**config.mk**
```make
export PLATFORM = sky130hd
export DESIGN_NAME = button_event_bank_flat
export DESIGN_NICKNAME = d
export VERILOG_FILES = /design/src/rtl/button_pkg.sv /design/src/rtl/button_event_bank_if.sv /design/src/rtl/button_channel.sv /design/src/rtl/button_event_bank.sv /design/src/flat_wrapper.sv
export SDC_FILE = /design/constraint.sdc
export NUM_CORES = 1
export LEC_CHECK = 0
export CAP_MARGIN = 20
export CORE_ASPECT_RATIO = 0.8
export CORE_MARGIN = 3
export CORE_UTILIZATION = 62
export CTS_CLUSTER_SIZE = 30
export DETAILED_ROUTE_END_ITERATION = 12
export GPL_TIMING_DRIVEN = 0
export PLACE_DENSITY = 0.93
export SLEW_MARGIN = 20
export SYNTH_ARGS = -nofsm -noshare
export SYNTH_HDL_FRONTEND = slang
export SYNTH_SLANG_ARGS = --single-unit
```
**constraint.sdc**
```tcl
create_clock -name clk -period 3.08 [get_ports clk]
set_input_delay 0.462 -clock clk [delete_from_list [all_inputs] [get_ports clk]]
set_output_delay 0.462 -clock clk [all_outputs]
set_load 0.05 [all_outputs]
```
**src/rtl/button_pkg.sv**
```systemverilog
// Shared types and sizing helpers for the pushbutton event bank.
package button_pkg;

  // Per-channel press-classification FSM states.
  typedef enum logic [2:0] {
    IDLE,
    DEB_DN,
    HELD,
    LONG,
    DEB_UP
  } btn_state_t;

  // Default sizing used by the bank and its bus interface.
  localparam int DEFAULT_N_BTN           = 4;
  localparam int DEFAULT_DEBOUNCE_CYCLES = 4;
  localparam int DEFAULT_LONG_CYCLES     = 16;

  // Bits needed for a counter that must be able to hold max_count itself.
  function automatic int cnt_width(input int max_count);
    return $clog2(max_count + 1);
  endfunction

endpackage

```
**src/rtl/button_event_bank_if.sv**
```systemverilog
// Bundle of per-channel button inputs and event outputs of the event bank.
interface button_event_bank_if
  import button_pkg::*;
#(
  parameter int N_BTN = DEFAULT_N_BTN
);

  logic [N_BTN-1:0] btn_raw;
  logic [N_BTN-1:0] nc_mask;
  logic [N_BTN-1:0] clear;
  logic [N_BTN-1:0] held;
  logic [N_BTN-1:0] press_pulse;
  logic [N_BTN-1:0] long_pulse;
  logic [N_BTN-1:0] press_sticky;
  logic [N_BTN-1:0] long_sticky;

  // Consumer side: drives buttons and clears, observes events.
  modport master (
    output btn_raw, nc_mask, clear,
    input  held, press_pulse, long_pulse, press_sticky, long_sticky
  );

  // Event bank side.
  modport slave (
    input  btn_raw, nc_mask, clear,
    output held, press_pulse, long_pulse, press_sticky, long_sticky
  );

endinterface

```
**src/rtl/button_channel.sv**
```systemverilog
// One button channel: debounce, short/long classification, pulses and sticky flags.
module button_channel
  import button_pkg::*;
#(
  parameter int DEBOUNCE_CYCLES = DEFAULT_DEBOUNCE_CYCLES,
  parameter int LONG_CYCLES     = DEFAULT_LONG_CYCLES
) (
  input  logic clk,
  input  logic resetn,
  input  logic p,
  input  logic clear,
  output logic held,
  output logic press_pulse,
  output logic long_pulse,
  output logic press_sticky,
  output logic long_sticky
);

  localparam int DEB_W  = cnt_width(DEBOUNCE_CYCLES);
  localparam int HOLD_W = cnt_width(LONG_CYCLES);

  // Counter values at which the next qualifying sample completes a phase.
  localparam logic [DEB_W-1:0]  DEB_LAST  = DEB_W'(DEBOUNCE_CYCLES - 1);
  localparam logic [HOLD_W-1:0] HOLD_LAST = HOLD_W'(LONG_CYCLES - 1);
  localparam logic [HOLD_W-1:0] HOLD_MAX  = HOLD_W'(LONG_CYCLES);

  // With a single-sample debounce the DEB_DN/DEB_UP states are bypassed.
  localparam bit DEB_SINGLE = (DEBOUNCE_CYCLES == 1);

  btn_state_t        state;
  logic [DEB_W-1:0]  deb_cnt;
  logic [HOLD_W-1:0] hold_cnt;
  logic              is_long;

  // Channel FSM with registered outputs; a sticky set later in the block overrides a same-cycle clear.
  always_ff @(posedge clk or negedge resetn) begin
    if (!resetn) begin
      state        <= IDLE;
      deb_cnt      <= '0;
      hold_cnt     <= '0;
      is_long      <= 1'b0;
      held         <= 1'b0;
      press_pulse  <= 1'b0;
      long_pulse   <= 1'b0;
      press_sticky <= 1'b0;
      long_sticky  <= 1'b0;
    end else begin
      press_pulse <= 1'b0;
      long_pulse  <= 1'b0;
      if (clear) begin
        press_sticky <= 1'b0;
        long_sticky  <= 1'b0;
      end
      case (state)
        IDLE: begin
          if (p) begin
            if (DEB_SINGLE) begin
              state    <= HELD;
              held     <= 1'b1;
              hold_cnt <= '0;
              is_long  <= 1'b0;
            end else begin
              state   <= DEB_DN;
              deb_cnt <= DEB_W'(1);
            end
          end
        end
        DEB_DN: begin
          if (!p) begin
            state <= IDLE;
          end else if (deb_cnt == DEB_LAST) begin
            state    <= HELD;
            held     <= 1'b1;
            hold_cnt <= '0;
            is_long  <= 1'b0;
          end else begin
            deb_cnt <= deb_cnt + 1'b1;
          end
        end
        HELD: begin
          if (!p) begin
            if (DEB_SINGLE) begin
              state        <= IDLE;
              held         <= 1'b0;
              press_pulse  <= 1'b1;
              press_sticky <= 1'b1;
            end else begin
              state   <= DEB_UP;
              deb_cnt <= DEB_W'(1);
            end
          end else if (hold_cnt == HOLD_LAST) begin
            state       <= LONG;
            hold_cnt    <= HOLD_MAX;
            is_long     <= 1'b1;
            long_pulse  <= 1'b1;
            long_sticky <= 1'b1;
          end else begin
            hold_cnt <= hold_cnt + 1'b1;
          end
        end
        LONG: begin
          if (!p) begin
            if (DEB_SINGLE) begin
              state <= IDLE;
              held  <= 1'b0;
            end else begin
              state   <= DEB_UP;
              deb_cnt <= DEB_W'(1);
            end
          end
        end
        DEB_UP: begin
          if (p) begin
            state <= is_long ? LONG : HELD;
          end else if (deb_cnt == DEB_LAST) begin
            state <= IDLE;
            held  <= 1'b0;
            if (!is_long) begin
              press_pulse  <= 1'b1;
              press_sticky <= 1'b1;
            end
          end else begin
            deb_cnt <= deb_cnt + 1'b1;
          end
        end
        default: state <= IDLE;
      endcase
    end
  end

endmodule

```
**src/rtl/button_event_bank.sv**
```systemverilog
// Bank of independent button channels with per-channel normally-closed polarity.
module button_event_bank
  import button_pkg::*;
#(
  parameter int N_BTN           = DEFAULT_N_BTN,
  parameter int DEBOUNCE_CYCLES = DEFAULT_DEBOUNCE_CYCLES,
  parameter int LONG_CYCLES     = DEFAULT_LONG_CYCLES
) (
  input  logic                clk,
  input  logic                resetn,
  button_event_bank_if.slave  bus
);

  logic [N_BTN-1:0] eff_level;
  logic [N_BTN-1:0] held_vec;
  logic [N_BTN-1:0] press_pulse_vec;
  logic [N_BTN-1:0] long_pulse_vec;
  logic [N_BTN-1:0] press_sticky_vec;
  logic [N_BTN-1:0] long_sticky_vec;

  // A normally-closed channel reads 1 at rest, so flip it to get "1 = pressed".
  assign eff_level = bus.btn_raw ^ bus.nc_mask;

  for (genvar i = 0; i < N_BTN; i++) begin : g_chan
    button_channel #(
      .DEBOUNCE_CYCLES(DEBOUNCE_CYCLES),
      .LONG_CYCLES    (LONG_CYCLES)
    ) u_chan (
      .clk         (clk),
      .resetn      (resetn),
      .p           (eff_level[i]),
      .clear       (bus.clear[i]),
      .held        (held_vec[i]),
      .press_pulse (press_pulse_vec[i]),
      .long_pulse  (long_pulse_vec[i]),
      .press_sticky(press_sticky_vec[i]),
      .long_sticky (long_sticky_vec[i])
    );
  end

  assign bus.held         = held_vec;
  assign bus.press_pulse  = press_pulse_vec;
  assign bus.long_pulse   = long_pulse_vec;
  assign bus.press_sticky = press_sticky_vec;
  assign bus.long_sticky  = long_sticky_vec;

endmodule
```
**src/flat_wrapper.sv**
```systemverilog
// flat-port wrapper written by rule: the top's interface ports become plain ports
module button_event_bank_flat import button_pkg::*;
#(
  parameter int N_BTN           = DEFAULT_N_BTN,
  parameter int DEBOUNCE_CYCLES = DEFAULT_DEBOUNCE_CYCLES,
  parameter int LONG_CYCLES     = DEFAULT_LONG_CYCLES
)
  (clk, resetn, bus_btn_raw, bus_nc_mask, bus_clear, bus_held, bus_press_pulse, bus_long_pulse, bus_press_sticky, bus_long_sticky);
  button_event_bank_if #(.N_BTN(N_BTN)) bus_i ();
  input  logic clk;
  input  logic resetn;
  input wire logic [$bits(bus_i.btn_raw)-1:0] bus_btn_raw;
  input wire logic [$bits(bus_i.nc_mask)-1:0] bus_nc_mask;
  input wire logic [$bits(bus_i.clear)-1:0] bus_clear;
  output wire logic [$bits(bus_i.held)-1:0] bus_held;
  output wire logic [$bits(bus_i.press_pulse)-1:0] bus_press_pulse;
  output wire logic [$bits(bus_i.long_pulse)-1:0] bus_long_pulse;
  output wire logic [$bits(bus_i.press_sticky)-1:0] bus_press_sticky;
  output wire logic [$bits(bus_i.long_sticky)-1:0] bus_long_sticky;
  assign bus_i.btn_raw = bus_btn_raw;
  assign bus_i.nc_mask = bus_nc_mask;
  assign bus_i.clear = bus_clear;
  assign bus_held = bus_i.held;
  assign bus_press_pulse = bus_i.press_pulse;
  assign bus_long_pulse = bus_i.long_pulse;
  assign bus_press_sticky = bus_i.press_sticky;
  assign bus_long_sticky = bus_i.long_sticky;
  button_event_bank #(.N_BTN(N_BTN), .DEBOUNCE_CYCLES(DEBOUNCE_CYCLES), .LONG_CYCLES(LONG_CYCLES)) u_core (.clk(clk), .resetn(resetn), .bus(bus_i));
endmodule
```
# After elaboration in Yosys (flattened, before gate mapping)
# Cells that the tools add are included.
op_classes:
  add_sub_neg: 8
  eq_ne: 72
  muxes: 180
  bitwise_logic: 1
  n_reduce_logical: 40
ops:
  columns: ["operator", "count"]
  rows:
  - ["two-way mux 3 bit", 48]
  - ["two-way mux 1 bit", 96]
  - ["two-way mux 5 bit", 16]
  - ["AND reduction 5 bit", 16]
  - ["case mux 3 bit (5 select lines)", 4]
  - ["inequality test 2 bit, second input constant", 24]
  - ["case mux 3 bit (4 select lines)", 4]
  - ["case mux 5 bit (2 select lines)", 4]
  - ["== test 3 x 2 -> 1 bit, second input constant", 12]
  - ["inequality test 2 x 1 -> 1 bit, second input constant", 12]
  - ["inequality test 3 bit, second input constant", 8]
  - ["adder 5 x 1 -> 5 bit, second input constant", 4]
  - ["== test 5 x 4 -> 1 bit, second input constant", 4]
  - ["case mux 1 bit (2 select lines)", 8]
  - ["AND reduction 4 bit", 4]
  - ["nonzero test 2 bit", 8]
  - ["nonzero test 4 bit", 4]
  - ["adder 3 x 1 -> 3 bit, second input constant", 4]
  - ["== test 3 x 1 -> 1 bit, second input constant", 4]
  - ["== test 3 bit, second input constant", 4]
  - ["logical NOT 3 bit", 4]
  - ["inequality test 3 x 2 -> 1 bit, second input constant", 4]
  - ["OR reduction 2 bit", 4]
  - ["XOR 4 bit", 1]
totals:
  regBits: 68
  output_inout_bits: 20

# Longest topological paths before layout
depth:
  word_depth: 5
  ltp_mapped: 7

# Cells and area by module
# Synthesis repeated with hierarchy kept, for this count alone.
hier_totals:
  hier_cells: 372
  area_unflattened_um2: 3763.6
modules_own_cells:
  columns: ["mod", "instances", "cells_per_inst", "area_per_inst_um2", "seq_area_each_um2"]
  rows:
  - ["button_channel", 4, 92, 932.1, 425.4]
  - ["button_event_bank", 1, 4, 35.0, 0.0]

# Least setup slack after synthesis
# No wires, ideal clock.
synth_path:
  kind: "reg2reg"
  startpoint: "register u_core.g_chan[0].u_chan.hold_cnt[0]"
  endpoint: "register u_core.g_chan[0].u_chan.hold_cnt[3]"
  arrival_time_ps: 2008
  required_time_ps: 2985
  slack_ps: 976
  stages_incl_launch_ff: 7
  n_path_buf: 0
  synth_period_minus_slack_ps: 2104
  cell_sequence: "dfrtp_1 ha_1 and3_1 ha_1 or4b_2 or2_1 o31ai_1"
synth_via:
  elab_chain_cells: 4
synth_lines:
  columns: ["item", "line", "source"]
  rows:
  - ["from (decl)", "button_channel.sv:32", "logic [HOLD_W-1:0] hold_cnt;"]
  - ["from (signal assigned)", "button_channel.sv:98", "hold_cnt <= hold_cnt + 1'b1;"]
  - ["adder 5 x 1 -> 5 bit or == test 5 x 4 -> 1 bit (tied branches)", "button_channel.sv:98, button_channel.sv:91", null]
  - ["two-way mux 5 bit *", "button_channel.sv:91", "end else if (hold_cnt == HOLD_LAST) begin"]
  - ["two-way mux 5 bit *", "button_channel.sv:81", "if (!p) begin"]
  - ["case mux 5 bit (2 select lines) *", "button_channel.sv:54", "case (state)"]
# Mark *: on every way between the ends. The rest lies on a longest branch, timed or not. The select of a mux whose other input is x is not followed.
# A chain may end at the register's enable or synchronous reset.

# Final worst setup path
layout_path:
  startpoint: "register u_core.g_chan[1].u_chan.hold_cnt[0]"
  endpoint: "register u_core.g_chan[1].u_chan.hold_cnt[2]"
layout_via:
  elab_chain_cells: 4
layout_lines:
  columns: ["item", "line"]
  rows:
  - ["from (decl)", "button_channel.sv:32"]
  - ["from (signal assigned)", "button_channel.sv:98"]
  - ["adder 5 x 1 -> 5 bit or == test 5 x 4 -> 1 bit (tied branches)", "button_channel.sv:98, button_channel.sv:91"]
  - ["two-way mux 5 bit *", "button_channel.sv:91"]
  - ["two-way mux 5 bit *", "button_channel.sv:81"]
  - ["case mux 5 bit (2 select lines) *", "button_channel.sv:54"]
# Marked as above.

==> results by group <==
Worst setup path
  – Chain of cells forming the critical path: ha_1 -> and3_1 -> ha_1 -> nor4b_1 -> nor2b_1 -> o21ai_0 -> o21ai_0
  – Crit Path Max Fanout: 4
  – Maximum cell stage delay along the critical path: around 0.72 ns
  – End of the worst register-to-register path: u_core.g_chan[1].u_chan.hold_cnt[2]
  – Launch instance of the worst register-to-register path: u_core.g_chan[1].u_chan.hold_cnt[0]
  – Required time reported for the critical path endpoint: 3.35 ns
  – Classification of the worst setup path: reg2reg
  – R2r worst-path depth: 7
  – R2R Setup Slk: around 0.76 ns
  – Critical Path End Type: register
  – Type of origin of the critical path: register
  – Worst-path cell with the longest stage delay: nor4b_1
  – CP Data Arrival Time: ~2.6 ns

Place
  – Estimated wirelength of the detail-placed design: around 5400 um
  – Count of input and output buffers: 33
  – Pre-CTS WS: ~0.5 ns
  – Placer Congestion: slightly above 0.8
  – # placed instances: around 500

Drt
  – Initial DRC Count: around 130
  – Mean routed wirelength per cell: roughly 15 um
  – Post-detailed-route count of antenna-violating nets: 0
  – Post-detailed-route DRC marker count: 0
  – Number of vias after detailed routing: around 3200
  – Detailed-route wire length: about 7900 um
  – Via density: around 6
  – Total iterations of the first detailed-routing run: 5

Timing
  – Highest achievable clock rate: 431 MHz
  – Pin slew with the least headroom to its limit: between 0.8 and 0.9 ns
  – Post-route clock period utilization: between 70% and 80%
  – Final worst-path setup slack: roughly 0.76 ns
  – Tightest slew margin relative to the limit: between 40% and 50%
  – Final setup violation count: 0
  – Fin crit period: 2.32 ns
  – Final Hold Vio Count: 0
  – Count of final max-slew check failures: 0
  – RSZ-0062 raised after global routing: no
  – Final worst clock skew: around 0.0081 ns

Power and ir drop
  – Leakage dissipation: 1.99 nW
  – PwrDens: 760 nW/um^2
  – Peak VDD IR: between 0.0004 and 0.0005 V

Die
  – Overall die width: ~94 um
  – Number of ports placed on the die boundary: 34
  – Die Height: roughly 76 um
  – Standard-cell row count: 24
  – Die outline area: 7110 sq um
  – Core ar.: ~5700 sq um
  – Effective utilization at floorplan: 66.9%

CTS
  – Post_cts resized: 0
  – CTS tree: yes
  – Buffer type at the clock tree root: clkbuf_8
  – Source-to-sink clock delay at the later pin of the worst-skew pair: between 0.3 and 0.4 ns
  – Clk sink count: 68
  – Total CTS buffers: 9
  – Buffer depth of the longest clock path: 2
  – Clock slew seen by the registers of the worst setup and hold paths: 0.07 ns
  – H-tree levels: 3

Synth
  – Count of synthesis-stage warnings from yosys: 0
  – Cell area after technology mapping: around 3800 sq um
  – Most instantiated library cell after synthesis: dfrtp_1
  – Netlist cell types: 50
  – Post-Synthesis Net Count: 429
  – Top post-synthesis cells by area: dfrtp_1 (45%), ha_1 (5.3%), o21ai_0 (4.7%)
  – Portion of the post-synthesis area used by sequential elements: approximately 45%
  – Cell type contributing the most total cell area after synthesis: dfrtp_1
  – Yosys reg bits: between 60 and 70
  – Mean area per synthesized cell: 9.52 sq um
  – Proportion of synthesized flip-flops having asynchronous set or reset: 100%
  – Synth top area share: 44.8%
  – Number of flops mapped to enable cells by yosys: 0
  – Commonest cells in the netlist: dfrtp_1 (68), o21ai_0 (36), nand2_1 (31)
  – Cells after synthesis: 399
  – Commonest register cell after synthesis: dfrtp_1

Global routing
  – Via count of the first global-routing pass: just over 3000
  – Wire length of the first global-routing pass: between 10000 and 15000 um
  – Total track usage: roughly a quarter
  – Maximum number of pins on one net before global-route repair: 49
  – Remaining global-route overflow: 0
  – Number of antenna violations at the first check in global routing: 0

Hold path
  – Hold Crit Class: reg2reg
  – Launch point of the worst hold path: u_core.g_chan[0].u_chan.hold_cnt[4]
  – Cells on Worst Hold Path: 2
  – Min-Delay Endpoint: u_core.g_chan[0].u_chan.hold_cnt[4]

Cells and area
  – Area grow syn2layout: 16.6%
  – Fraction of layout instances using a drive strength above 1: between 10% and 20%
  – Finished Layout Cells: around 530
  – Fillers: about 360
  – Antenna cell count: 0
  – Final #Nets: 475

Run
  – Maximum Capacitance Violations: 0

Outcome
  – Outcome: completed
## per-layer routing
| metal | track usage (%) | wire (um) |
|---|---|---|
| met4 | 8.20 | 117 |
| met5 | 0 | 0 |
| met2 | 40.8 | 3970 |
| met1 | 28.3 | 3320 |
| met3 | 7.70 | 447 |
## layout by cell type (no fill, tap or decap), types with 3 or more instances in the layout
cell type	n
clkdlybuf4s50_1	32
o31ai_1	6
nor2_1	28
nor4_1	6
clkbuf_1	12
and3_1	4
nor2b_1	4
a211oi_1	5
mux2i_1	7
clkinv_2	4
ha_1	16
a21oi_1	14
nand2b_1	14
a31oi_1	3
inv_1	27
a21o_1	8
a22o_1	4
o21bai_1	3
xnor2_1	7
nor3_1	16
nand3b_1	5
dfrtp_1	68
o41ai_1	4
or3_1	4
nand3_1	8
clkbuf_8	11
o21ai_0	36
nand2_1	31
mux2_2	8
buf_4	21
## sequential cells by signal, summed over array words and instances (netlist names)
| register | cells |
|---|---|
| u_core.g_chan.u_chan.press_sticky | 4 |
| u_core.g_chan.u_chan.is_long | 4 |
| u_core.g_chan.u_chan.press_pulse | 4 |
| u_core.g_chan.u_chan.hold_cnt | 20 |
| u_core.g_chan.u_chan.deb_cnt | 12 |
| u_core.g_chan.u_chan.long_sticky | 4 |
| u_core.g_chan.u_chan.long_pulse | 4 |
| u_core.g_chan.u_chan.state | 12 |
| u_core.g_chan.u_chan.held | 4 |
## worst max-delay path, delay by kind of cell (launching register included)
kind	cells	cell delay, ns
AND/OR/NAND/NOR	3	1.13
adder cells (fa/ha/maj)	2	0.46
flip-flops	1	0.43
AO/OA/AOI/OAI	2	0.22
## stage by stage
step	cell area [sq um]	hold WS [ns]	power (mW)	TNS (ns)	utilization, %
after floorplan	3800	0.166	2.36	0	-
after global placement	4230	0.456	2.58	-43.17	74.4
after detailed placement	4250	0.367	2.69	0	74.9
after CTS	4430	0.484	3.36	0	78.0
after global routing	4430	0.498	3.61	0	78.0
final	4430	0.482	3.37	0	78.0
## worst max path at each step
stage	slack, ns	startpoint	to
3_3_place_gp	-0.64	resetn	u_core.g_chan[0].u_chan.deb_cnt[0]
6_report	0.76	u_core.g_chan[1].u_chan.hold_cnt[0]	u_core.g_chan[1].u_chan.hold_cnt[2]
3_5_place_dp	0.50	bus_nc_mask[3]	u_core.g_chan[3].u_chan.deb_cnt[0]
2_1_floorplan	0.98	u_core.g_chan[0].u_chan.hold_cnt[0]	u_core.g_chan[0].u_chan.hold_cnt[3]
5_1_grt	0.62	u_core.g_chan[1].u_chan.hold_cnt[0]	u_core.g_chan[1].u_chan.hold_cnt[2]
4_1_cts	0.79	u_core.g_chan[1].u_chan.hold_cnt[0]	u_core.g_chan[1].u_chan.hold_cnt[2]
## what timing repair did
| action | in CTS | in global routing |
|---|---|---|
| endpoints found under the hold margin | 14 | 0 |
| buffers inserted | 0 | 0 |
| hold buffers | 1 | 0 |
## area by class of cell
cell class / count / area (sq um) / share of cell area, %
Buffer: 34 / 215 / 4.86
Clock buffer: 11 / 141 / 3.19
Clock inverter: 5 / 27.5 / 0.621
Inverter: 27 / 101 / 2.29
Multi-Input combinational cell: 270 / 1780 / 40.2
Sequential cell: 68 / 1700 / 38.4
Tap cell: 78 / 97.6 / 2.20
Timing Repair Buffer: 35 / 365 / 8.25
## report_power, final
part | leakage, nW | total (mW) | switching [mW] | internal, mW
logic | 1.02 | 1.45 | 0.843 | 0.605
clock network | 0.0889 | 0.641 | 0.332 | 0.308
registers | 0.885 | 1.28 | 0.172 | 1.11
total | 1.99 | 3.37 | 1.35 | 2.02
## kinds of logic after synthesis
family                   Yosys count  share of synthesized area (%)
AO/OA/AOI/OAI                     95                           16.2
XOR/XNOR                          12                           3.36
adder cells (fa/ha/maj)           16                           5.27
buffers and inverters             61                           8.34
flip-flops                        68                           44.8
multiplexers                      15                           4.22
AND/OR/NAND/NOR                  132                           17.8
No activity file was read; power rests on OpenSTA's default activity.
